--- config.mk ---
export PLATFORM = sky130hd
export DESIGN_NAME = dcache
export DESIGN_NICKNAME = d
export VERILOG_FILES = /design/src/rtl/dcache_pkg.sv /design/src/rtl/dcache_array.sv /design/src/rtl/dcache.sv
export SDC_FILE = /design/constraint.sdc
export NUM_CORES = 2
export LEC_CHECK = 0
export CAP_MARGIN = 20
export CELL_PAD_IN_SITES_DETAIL_PLACEMENT = 0
export CELL_PAD_IN_SITES_GLOBAL_PLACEMENT = 1
export CORE_UTILIZATION = 40
export DETAILED_ROUTE_END_ITERATION = 16
export DONT_BUFFER_PORTS = 1
export PLACE_DENSITY_LB_ADDON = 0.2
export SLEW_MARGIN = 20
export SYNTH_ARGS = -nofsm -noshare
export SYNTH_HDL_FRONTEND = slang
export SYNTH_SLANG_ARGS = --single-unit
--- constraint.sdc ---
create_clock -name clk -period 9.25 [get_ports clk]
set_input_delay 0.925 -clock clk [delete_from_list [all_inputs] [get_ports clk]]
set_output_delay 0.925 -clock clk [all_outputs]
set_load 0.02 [all_outputs]
--- src/rtl/dcache_pkg.sv ---
// dcache_pkg -- shared definitions for the direct-mapped data cache.
//
// Holds the FSM state encoding, the default geometry (LINES / LINE_WORDS),
// the address-field width constants and a helper that derives the tag
// width from the geometry.
//
// Optional feature macro used by the cache: DCACHE_PERF_CNT_EN.
package dcache_pkg;

    localparam int ADDR_W         = 12;              // byte address width
    localparam int DATA_W         = 32;              // word width
    localparam int BYTE_OFF_W     = 2;               // byte-in-word bits (ignored)
    localparam int WADDR_W        = ADDR_W - BYTE_OFF_W;

    localparam int DEF_LINES      = 16;
    localparam int DEF_LINE_WORDS = 4;

    typedef enum logic [1:0] {
        ST_IDLE   = 2'd0,
        ST_REFILL = 2'd1,
        ST_WRITE  = 2'd2
    } state_t;

    // Tag bits left over once the index and word offset are taken out of
    // the word address.
    function automatic int tag_width(input int lines, input int words);
        return WADDR_W - $clog2(lines) - $clog2(words);
    endfunction

endpackage

--- src/rtl/dcache_array.sv ---
// dcache_array -- tag, valid and data storage for the direct-mapped cache.
//
// Ports:
//   clk          clock
//   i_clr_all    clear every valid bit (driven by the cache reset)
//   i_rd_idx     read-port line index
//   i_rd_off     read-port word offset
//   o_rd_valid   valid bit of the addressed line (combinational)
//   o_rd_tag     stored tag of the addressed line (combinational)
//   o_rd_data    addressed data word (combinational)
//   i_data_we    write i_wr_data into word [i_wr_idx][i_wr_off]
//   i_wr_idx     write-port line index
//   i_wr_off     write-port word offset
//   i_wr_data    write-port data
//   i_inval      clear the valid bit of line i_wr_idx
//   i_fill_done  set valid and store i_wr_tag for line i_wr_idx
//   i_wr_tag     tag stored on i_fill_done
//
// Only the valid bits are reset; tag and data contents are meaningless
// while the line is invalid.
module dcache_array
    import dcache_pkg::*;
#(
    parameter int  LINES      = DEF_LINES,
    parameter int  LINE_WORDS = DEF_LINE_WORDS,
    localparam int IDX_W      = $clog2(LINES),
    localparam int OFF_W      = $clog2(LINE_WORDS),
    localparam int TAG_W      = tag_width(LINES, LINE_WORDS)
) (
    input  logic              clk,
    input  logic              i_clr_all,
    input  logic [IDX_W-1:0]  i_rd_idx,
    input  logic [OFF_W-1:0]  i_rd_off,
    output logic              o_rd_valid,
    output logic [TAG_W-1:0]  o_rd_tag,
    output logic [DATA_W-1:0] o_rd_data,
    input  logic              i_data_we,
    input  logic [IDX_W-1:0]  i_wr_idx,
    input  logic [OFF_W-1:0]  i_wr_off,
    input  logic [DATA_W-1:0] i_wr_data,
    input  logic              i_inval,
    input  logic              i_fill_done,
    input  logic [TAG_W-1:0]  i_wr_tag
);

    logic [DATA_W-1:0] r_data [LINES*LINE_WORDS];
    logic [TAG_W-1:0]  r_tag  [LINES];
    logic [LINES-1:0]  r_valid;

    assign o_rd_valid = r_valid[i_rd_idx];
    assign o_rd_tag   = r_tag[i_rd_idx];
    assign o_rd_data  = r_data[{i_rd_idx, i_rd_off}];

    always_ff @(posedge clk) begin
        if (i_clr_all) begin
            r_valid <= '0;
        end else if (i_fill_done) begin
            r_valid[i_wr_idx] <= 1'b1;
        end else if (i_inval) begin
            r_valid[i_wr_idx] <= 1'b0;
        end
    end

    always_ff @(posedge clk) begin
        if (i_data_we) begin
            r_data[{i_wr_idx, i_wr_off}] <= i_wr_data;
        end
        if (i_fill_done) begin
            r_tag[i_wr_idx] <= i_wr_tag;
        end
    end

endmodule

--- src/rtl/dcache.sv ---
// dcache -- direct-mapped, write-through, no-write-allocate data cache.
//
// Ports:
//   clk, reset                    clock, synchronous active-high reset
//   dcache_read_req/write_req     load / store request (store wins if both)
//   dcache_addr                   byte address, bits [1:0] ignored
//   dcache_write_data             store data
//   dcache_read_data              load data, valid on a hit, else 0
//   dcache_stall                  request not complete, hold inputs
//   mem_req, mem_we               backing-memory request / write enable
//   mem_addr, mem_wdata           backing-memory word address / store data
//   mem_ready, mem_rdata          backing-memory completion / read data
//   hit_count, miss_count         read hit / miss counters, present only
//                                 when DCACHE_PERF_CNT_EN is defined
//   o_dbg_state                   current FSM state
//
// Memory handshake: a transfer completes on every rising edge where
// mem_req and mem_ready are both high; mem_addr/mem_we/mem_wdata stay
// stable while mem_req is high and mem_ready is low.
module dcache
    import dcache_pkg::*;
#(
    parameter int LINES      = DEF_LINES,
    parameter int LINE_WORDS = DEF_LINE_WORDS
) (
    input  logic              clk,
    input  logic              reset,
    input  logic              dcache_read_req,
    input  logic              dcache_write_req,
    input  logic [ADDR_W-1:0] dcache_addr,
    input  logic [DATA_W-1:0] dcache_write_data,
    output logic [DATA_W-1:0] dcache_read_data,
    output logic              dcache_stall,
    output logic              mem_req,
    output logic              mem_we,
    output logic [ADDR_W-1:0] mem_addr,
    output logic [DATA_W-1:0] mem_wdata,
    input  logic              mem_ready,
    input  logic [DATA_W-1:0] mem_rdata,
`ifdef DCACHE_PERF_CNT_EN
    output logic [31:0]       hit_count,
    output logic [31:0]       miss_count,
`endif
    output state_t            o_dbg_state
);

    localparam int IDX_W   = $clog2(LINES);
    localparam int OFF_W   = $clog2(LINE_WORDS);
    localparam int TAG_W   = tag_width(LINES, LINE_WORDS);
    localparam int TAG_LSB = ADDR_W - TAG_W;

    state_t           r_state;
    logic [OFF_W-1:0] r_cnt;
    logic [TAG_W-1:0] r_tag;
    logic [IDX_W-1:0] r_idx;

    logic [TAG_W-1:0]  w_tag;
    logic [IDX_W-1:0]  w_idx;
    logic [OFF_W-1:0]  w_off;
    logic              w_rd_valid;
    logic [TAG_W-1:0]  w_rd_tag;
    logic [DATA_W-1:0] w_rd_data;
    logic              w_hit, w_idle, w_refill, w_write;
    logic              w_rd_hit, w_rd_miss, w_wr_start, w_fill_hs, w_last;
    logic              w_unused_addr_bits;

    assign w_tag = dcache_addr[ADDR_W-1:TAG_LSB];
    assign w_idx = dcache_addr[TAG_LSB-1 -: IDX_W];
    assign w_off = dcache_addr[BYTE_OFF_W +: OFF_W];
    assign w_unused_addr_bits = ^dcache_addr[BYTE_OFF_W-1:0];

    assign w_idle   = (r_state == ST_IDLE);
    assign w_refill = (r_state == ST_REFILL);
    assign w_write  = (r_state == ST_WRITE);

    assign w_hit      = w_rd_valid && (w_rd_tag == w_tag);
    assign w_wr_start = !reset && w_idle && dcache_write_req;
    assign w_rd_hit   = !reset && w_idle && dcache_read_req && !dcache_write_req && w_hit;
    assign w_rd_miss  = !reset && w_idle && dcache_read_req && !dcache_write_req && !w_hit;
    assign w_fill_hs  = !reset && w_refill && mem_ready;
    assign w_last     = (r_cnt == OFF_W'(LINE_WORDS - 1));

    // The array write port is shared: refill words come from memory at the
    // latched line, store hits come from the pipeline at the live address.
    // The victim line is invalidated on miss entry so an aborted refill
    // never leaves a half-written line looking valid.
    dcache_array #(
        .LINES      (LINES),
        .LINE_WORDS (LINE_WORDS)
    ) u_array (
        .clk         (clk),
        .i_clr_all   (reset),
        .i_rd_idx    (w_idx),
        .i_rd_off    (w_off),
        .o_rd_valid  (w_rd_valid),
        .o_rd_tag    (w_rd_tag),
        .o_rd_data   (w_rd_data),
        .i_data_we   (w_fill_hs || (w_wr_start && w_hit)),
        .i_wr_idx    (w_refill ? r_idx : w_idx),
        .i_wr_off    (w_refill ? r_cnt : w_off),
        .i_wr_data   (w_refill ? mem_rdata : dcache_write_data),
        .i_inval     (w_rd_miss),
        .i_fill_done (w_fill_hs && w_last),
        .i_wr_tag    (r_tag)
    );

    assign dcache_read_data = w_rd_hit ? w_rd_data : '0;

    // A store releases the pipeline in the same cycle its handshake completes.
    assign dcache_stall = !reset && (w_wr_start || w_rd_miss || w_refill ||
                                     (w_write && !mem_ready));

    assign mem_req   = !reset && !w_idle;
    assign mem_we    = !reset && w_write;
    assign mem_addr  = w_write  ? {dcache_addr[ADDR_W-1:BYTE_OFF_W], 2'b00} :
                       w_refill ? {r_tag, r_idx, r_cnt, 2'b00} : '0;
    assign mem_wdata = w_write ? dcache_write_data : '0;

    assign o_dbg_state = r_state;

    always_ff @(posedge clk) begin
        if (reset) begin
            r_state <= ST_IDLE;
            r_cnt   <= '0;
        end else begin
            case (r_state)
                ST_IDLE: begin
                    if (dcache_write_req) begin
                        r_state <= ST_WRITE;
                    end else if (dcache_read_req && !w_hit) begin
                        r_state <= ST_REFILL;
                        r_cnt   <= '0;
                        r_tag   <= w_tag;
                        r_idx   <= w_idx;
                    end
                end
                ST_REFILL: begin
                    if (mem_ready) begin
                        r_cnt <= r_cnt + 1'b1;
                        if (w_last) begin
                            r_state <= ST_IDLE;
                        end
                    end
                end
                ST_WRITE: begin
                    if (mem_ready) begin
                        r_state <= ST_IDLE;
                    end
                end
                default: r_state <= ST_IDLE;
            endcase
        end
    end

`ifdef DCACHE_PERF_CNT_EN
    logic [31:0] r_hit_cnt;
    logic [31:0] r_miss_cnt;

    // A hit completes in the single cycle it is presented; a miss is counted
    // once, on the cycle it enters REFILL.
    always_ff @(posedge clk) begin
        if (reset) begin
            r_hit_cnt  <= '0;
            r_miss_cnt <= '0;
        end else begin
            if (w_rd_hit)  r_hit_cnt  <= r_hit_cnt + 32'd1;
            if (w_rd_miss) r_miss_cnt <= r_miss_cnt + 32'd1;
        end
    end

    assign hit_count  = r_hit_cnt;
    assign miss_count = r_miss_cnt;
`endif

endmodule

# After elaboration in Yosys (flattened, before gate mapping)
# Memory sizes are Yosys's and may differ from the RTL's.
# Index checks and enable logic that the tools add are counted.
dict set report totals {
  inputBits 81
  ram_bits 2112
  word_cells 85
  mem_count 2
  out_inout_bits 81
  regBits 28
}
dict set report classes {
  addsub 1
  reduce_logical 32
  mux 27
  n_lt_le_gt_ge 3
  bitwise 5
  n_eq_ne 10
}
# name words word_bits read_ports rd_clocked_by_memory_dff wr line
set mem_list {}
lappend mem_list {u_array.r_data 64 32 1 0 1 dcache_array.sv:46} ;# logic [DATA_W-1:0] r_data [LINES*LINE_WORDS];
lappend mem_list {u_array.r_tag 16 4 1 0 1 dcache_array.sv:47} ;# logic [TAG_W-1:0] r_tag [LINES];
# op count
set ops {}
lappend ops {{$mux 32} 3}
lappend ops {{$mux 16} 2}
lappend ops {{$mux 12} 2}
lappend ops {{$mux 2} 9}
lappend ops {{$logic_and 1x1->1} 17}
lappend ops {{$and 16x16->16} 1}
lappend ops {{$not 16->16} 1}
lappend ops {{$or 16x16->16} 1}
lappend ops {{$reduce_and 4->1} 3}
lappend ops {{$lt 4x5->1 const B} 2}
lappend ops {{$mux 1} 6}
lappend ops {{$ne 2x2->1 const B} 3}
lappend ops {{$pmux 2 s3} 1}
lappend ops {{$logic_not 1->1} 5}
lappend ops {{$bmux 1 s4} 1}
lappend ops {{$demux 1 s4} 1}
lappend ops {{$eq 2x2->1 const B} 2}
lappend ops {{$eq 4x4->1} 1}
lappend ops {{$ge 4x1->1 const B} 1}
lappend ops {{$logic_or 1x1->1} 4}
lappend ops {{$mux 4} 1}
lappend ops {{$ne 2x1->1 const B} 2}
lappend ops {{$pmux 2 s2} 1}
lappend ops {{$reduce_bool 2->1} 2}
lappend ops {{other kinds (5)} 6}

# Depth between registers and ports, before layout
dict set report logic_depth {
  ltp_word 10
  depth_mapped 12
  mapped_depth_nobuf 7
}

# Cells and area by module
# Synthesis repeated with hierarchy kept, for this count alone.
dict set report hier_totals {
  hier_cells 3566
  hier_area_um2 83034.6
}
# mod instances area_each_um2 cells_each
set by_module_without_submodules {}
lappend by_module_without_submodules {dcache_array 1 81388.1 3375}
lappend by_module_without_submodules {dcache 1 1646.6 191}

# Least setup slack after synthesis
# OpenSTA, ideal clock, no wires.
dict set report synth_path {
  path_kind {input port to flip-flop}
  startpoint {input port dcache_addr[6]}
  endpoint {memory u_array.r_data[48][0] (enable)}
  required_time_ns 8.789
  path_slack_ns 3.473
  path_buffers 3
  path_stages 10
  t_arrival_ns 5.316
  setup_time_ns 0.461
  path_cell_list {buf_2 buf_2 mux4_2 mux2i_1 xnor2_1 or4_4 a211oi_4 a31oi_4 buf_6 nor3_1}
}
dict set report synth_between {
  elab_chain_cells 7
  word_cells_on_any_way 10
  classes_between {1 x eq/ne; 5 x mux; 3 x reduce/logical; 1 x memory}
}
# item line
set synth_lines {}
lappend synth_lines {{start: declaration} dcache.sv:30} ;# input logic [ADDR_W-1:0] dcache_addr,
lappend synth_lines {{$mem_v2 16x4 or $bmux 1 s4 (tied branches)} n/a}
lappend synth_lines {{$eq 4x4->1 or $mux 1 (tied branches)} {dcache.sv:76, dcache_array.sv:50}}
lappend synth_lines {{$logic_and 1x1->1} dcache.sv:76} ;# assign w_hit = w_rd_valid && (w_rd_tag == w_tag);
lappend synth_lines {{$logic_and 1x1->1} dcache.sv:98} ;# .i_data_we (w_fill_hs || (w_wr_start && w_hit)),
lappend synth_lines {{$logic_or 1x1->1} dcache.sv:98}
lappend synth_lines {{$mux 1} dcache_array.sv:65} ;# if (i_data_we) begin
lappend synth_lines {{$mux 1 (implied by the code)} dcache_array.sv:66} ;# r_data[{i_wr_idx, i_wr_off}] <= i_wr_data;
lappend synth_lines {{end: declaration} dcache_array.sv:46}
# Several ways; a longest one is shown, not always the timed one. The select of a mux whose other input is x is not followed.

# Worst setup path in the final report
dict set report layout_path {
  startpoint {input port dcache_addr[2]}
  endpoint {output port dcache_read_data[27]}
}
dict set report layout_between {
  elab_chain_cells 2
}
# item line
set layout_lines {}
lappend layout_lines {{$mem_v2 64x32} n/a}
lappend layout_lines {{$mux 32} dcache.sv:107} ;# assign dcache_read_data = w_rd_hit ? w_rd_data : '0;
lappend layout_lines {{end: declaration} dcache.sv:32} ;# output logic [DATA_W-1:0] dcache_read_data,
# Every way passes these cells.

==> impl_results.md <==
- Top-count cell post-synth: edfxtp_1
- Number of enable flip-flop cells after synthesis: 2120
- Sequential fraction of the synthesis area: 77.3%
- CTS tree: done
- RSZ-0062 raised after global routing: false
- Number of cells on the worst reg-to-reg path: 10
- Minimum clock period: around 5.8 ns
- # fillers: 17000
- Final wirelength: 212 mm
- Synthesis-to-finish area growth: 12.6%
- Placed cell area: 86600 um2
- Clock Sinks: 2140
- Flop2flop setup slack: 4.25 ns
- R2r startpoint: u_array.r_tag[2][3]$_DFFE_PP_
- Synth async-reset ratio: 0%
- M1 GR Usage: 28.2%
- Gpl congestion: 0.758
- Layer with the highest usage: met2
- Synth top cells by count: edfxtp_1, mux4_2, nand2_1, clkbuf_1, nor3_1
- Final #Nets: between 3000 and 4000
- Post-route clock skew: 0.0388 ns
- Die Ht: 457 um
- Worst Hold Depth: 1
- Setup Buffers After CTS: 0
- Critical path peak fanout: 131
- Final hold violation count: 0
- Clock slew at reported path FFs: 0.06 ns
- I/O pin total: 162
- Final instance area: roughly 93000 um2
- Post-synth top area share: between 70% and 80%
- GR Util met2: 33.5%
- Hold Crit Class: in -> reg
- Synth top area cells: edfxtp_1, mux4_2, nand2_1
- DRC Markers: 0
- Site Rows: 166
- Mean number of vias per cell: 5.78
- Peak supply drop: roughly 0.19 mV
- Cell Area, Synth: 82900 um2
- Detailed-route via count: about 37000
- Layout Cells excl Fill: 6449
- P_leak: 28.9 nW
- Initial Utilization: between 40% and 50%
- FF+latch count, synth: 2140
- Initial antenna violation count: 25
- Largest net degree at the start of global routing: 518
- Max_cap viols: 0
- WP data arrival: between 4 and 5 ns
- Worst slew pin tran: 1.17 ns
- Die area: 209000 um2
- Drt first-iter violations: roughly 4300
- GRT met3 Usage: between 3 and 4%
- Status: finished clean
- Main flop type after synthesis: edfxtp_1
- Worst Setup Start Kind: input port
- Dpl cells: 6041
- Later-pin clock latency in the skew report: 0.83 ns
- Pwr dens: 214 nW/um2
- Setup TNS: 0 ns
- CTS root buf: clkbuf_16
- Vias in the first global route: roughly 38000
- Overflow left after global routing: 0
- Critical path required time: 8.33 ns
- YS warnings: 0
- Crit path from: dcache_addr[2]
- Wire per inst: 32.9 um
- DP HPWL: approximately 110 mm
- # setup viols final: 0
- Launch point of the worst hold path: reset
- Relative slew slack: between 20 and 25%
- Crit share post-route: 62.5%
- GRT Overall Usage: 20.3%
- Synth area leader: edfxtp_1
- CTS Buffer Depth: 3
- DR pass1 iterations: 5
- # resized after CTS: 0
- Average cell area after synthesis: roughly 24 um2
- R2R Path End: u_array.r_data[28][16]$_DFFE_PP_
- CTS buffer count: 219
- First-pass GRT wire length: 298 mm
- Post-Syn Instances: about 3500
- H-tree levels: 4
- Max Slew Vio Count: 0
- Port bufs: 0
- WHS: 0.183 ns
- FMAX: 173 MHz
- Crit path kind: in -> out
- Crit end category: output port
- Hold Path Sink: o_dbg_state[0]$_SDFFE_PP0P_
- Antenna-violating nets left: 0
- CORE AREA: 205000 um2
- Yosys cell types: 45
- Count of hold-fix buffers inserted at cts: 0
- Layout cells sized above 1: 31.2%
- Die W: 457 um
-- through the flow --
step	utilization [%]	power, mW	worst slack, ns
after floorplan	-	11.7	3.47
after global placement	42.2	11.9	3.50
after detailed placement	42.2	11.9	3.52
after CTS	45.4	20.1	3.75
after global routing	45.5	20.5	3.08
final	45.5	19.9	3.47
-- critical path: stages --
cell	delay, ns
buf_16	0.61
buf_16	0.79
mux4_2	0.60
mux4_2	0.59
nor2b_1	0.17
a211oi_1	0.68
a211oi_1	0.31
-- power by group --
group	total [mW]	switching [mW]	internal [mW]	leakage [nW]
logic	0.984	0.616	0.369	6.50
clock network	8.16	3.63	4.53	3.18
registers	10.8	0.00727	10.8	19.2
total	19.9	4.25	15.7	28.9
-- state kept, by name, summed over array words and instances (netlist names), named ones only --
signal	cells
o_dbg_state	2
u_array.r_data	2048
u_array.r_tag	64
r_tag	4
r_idx	4
r_cnt	2
-- cell type report --
class	count	area, um2	area share, %
Antenna cell	5	12.5	0.0134
Clock buffer	286	5750	6.16
Inverter	5	18.8	0.0201
Multi-Input combinational cell	1114	18500	19.8
Clock inverter	112	778	0.834
Tap cell	2688	3360	3.60
Timing Repair Buffer	99	883	0.946
Sequential cell	2140	64100	68.6
-- layer usage --
metal,share of wire [%],vias to the layer above
li1,-,15100
met1,42,20800
met2,50,1135
met3,6.2,269
met4,2.0,4
met5,0.0099,-
-- layout by cell type, fill, tap and decap left out, drive strengths merged, types with 5 or more instances in the layout --
cell,count
edfxtp,2120
mux4,684
clkbuf,286
nand2,137
buf,99
clkinv,93
nor3,84
nor2,40
and2,32
and3,26
dfxtp,20
a211oi,19
mux2i,18
inv,14
nor2b,11
a22o,8
nand3,7
nand3b,7
nand2b,7
bufinv,6
diode,5
-- cell families (layout without fill, tap and decap cells) --
group / Yosys count / after routing / share of synthesized area [%]
compound gates: 42 / 42 / 0.426
mux: 706 / 706 / 18.9
xor+xnor: 5 / 5 / 0.0528
flops: 2140 / 2140 / 77.3
fa+ha+maj: 1 / 1 / 0.0151
simple gates: 358 / 358 / 2.30
other cells: 1 / 7 / 0.00452
buf+inv: 210 / 502 / 1.07
-- worst max path at each step --
stage	endpoint	slack, ns	cells past startpoint
floorplan	u_array.r_data[48][0]$_DFFE_PP_	3.47	10
global placement	u_array.r_data[36][29]$_DFFE_PP_	3.50	10
detailed placement	u_array.r_data[36][30]$_DFFE_PP_	3.52	10
CTS	dcache_read_data[19]	3.75	8
global route	dcache_read_data[27]	3.08	7
finish	dcache_read_data[27]	3.47	7
(Power assumes the default switching activity.)
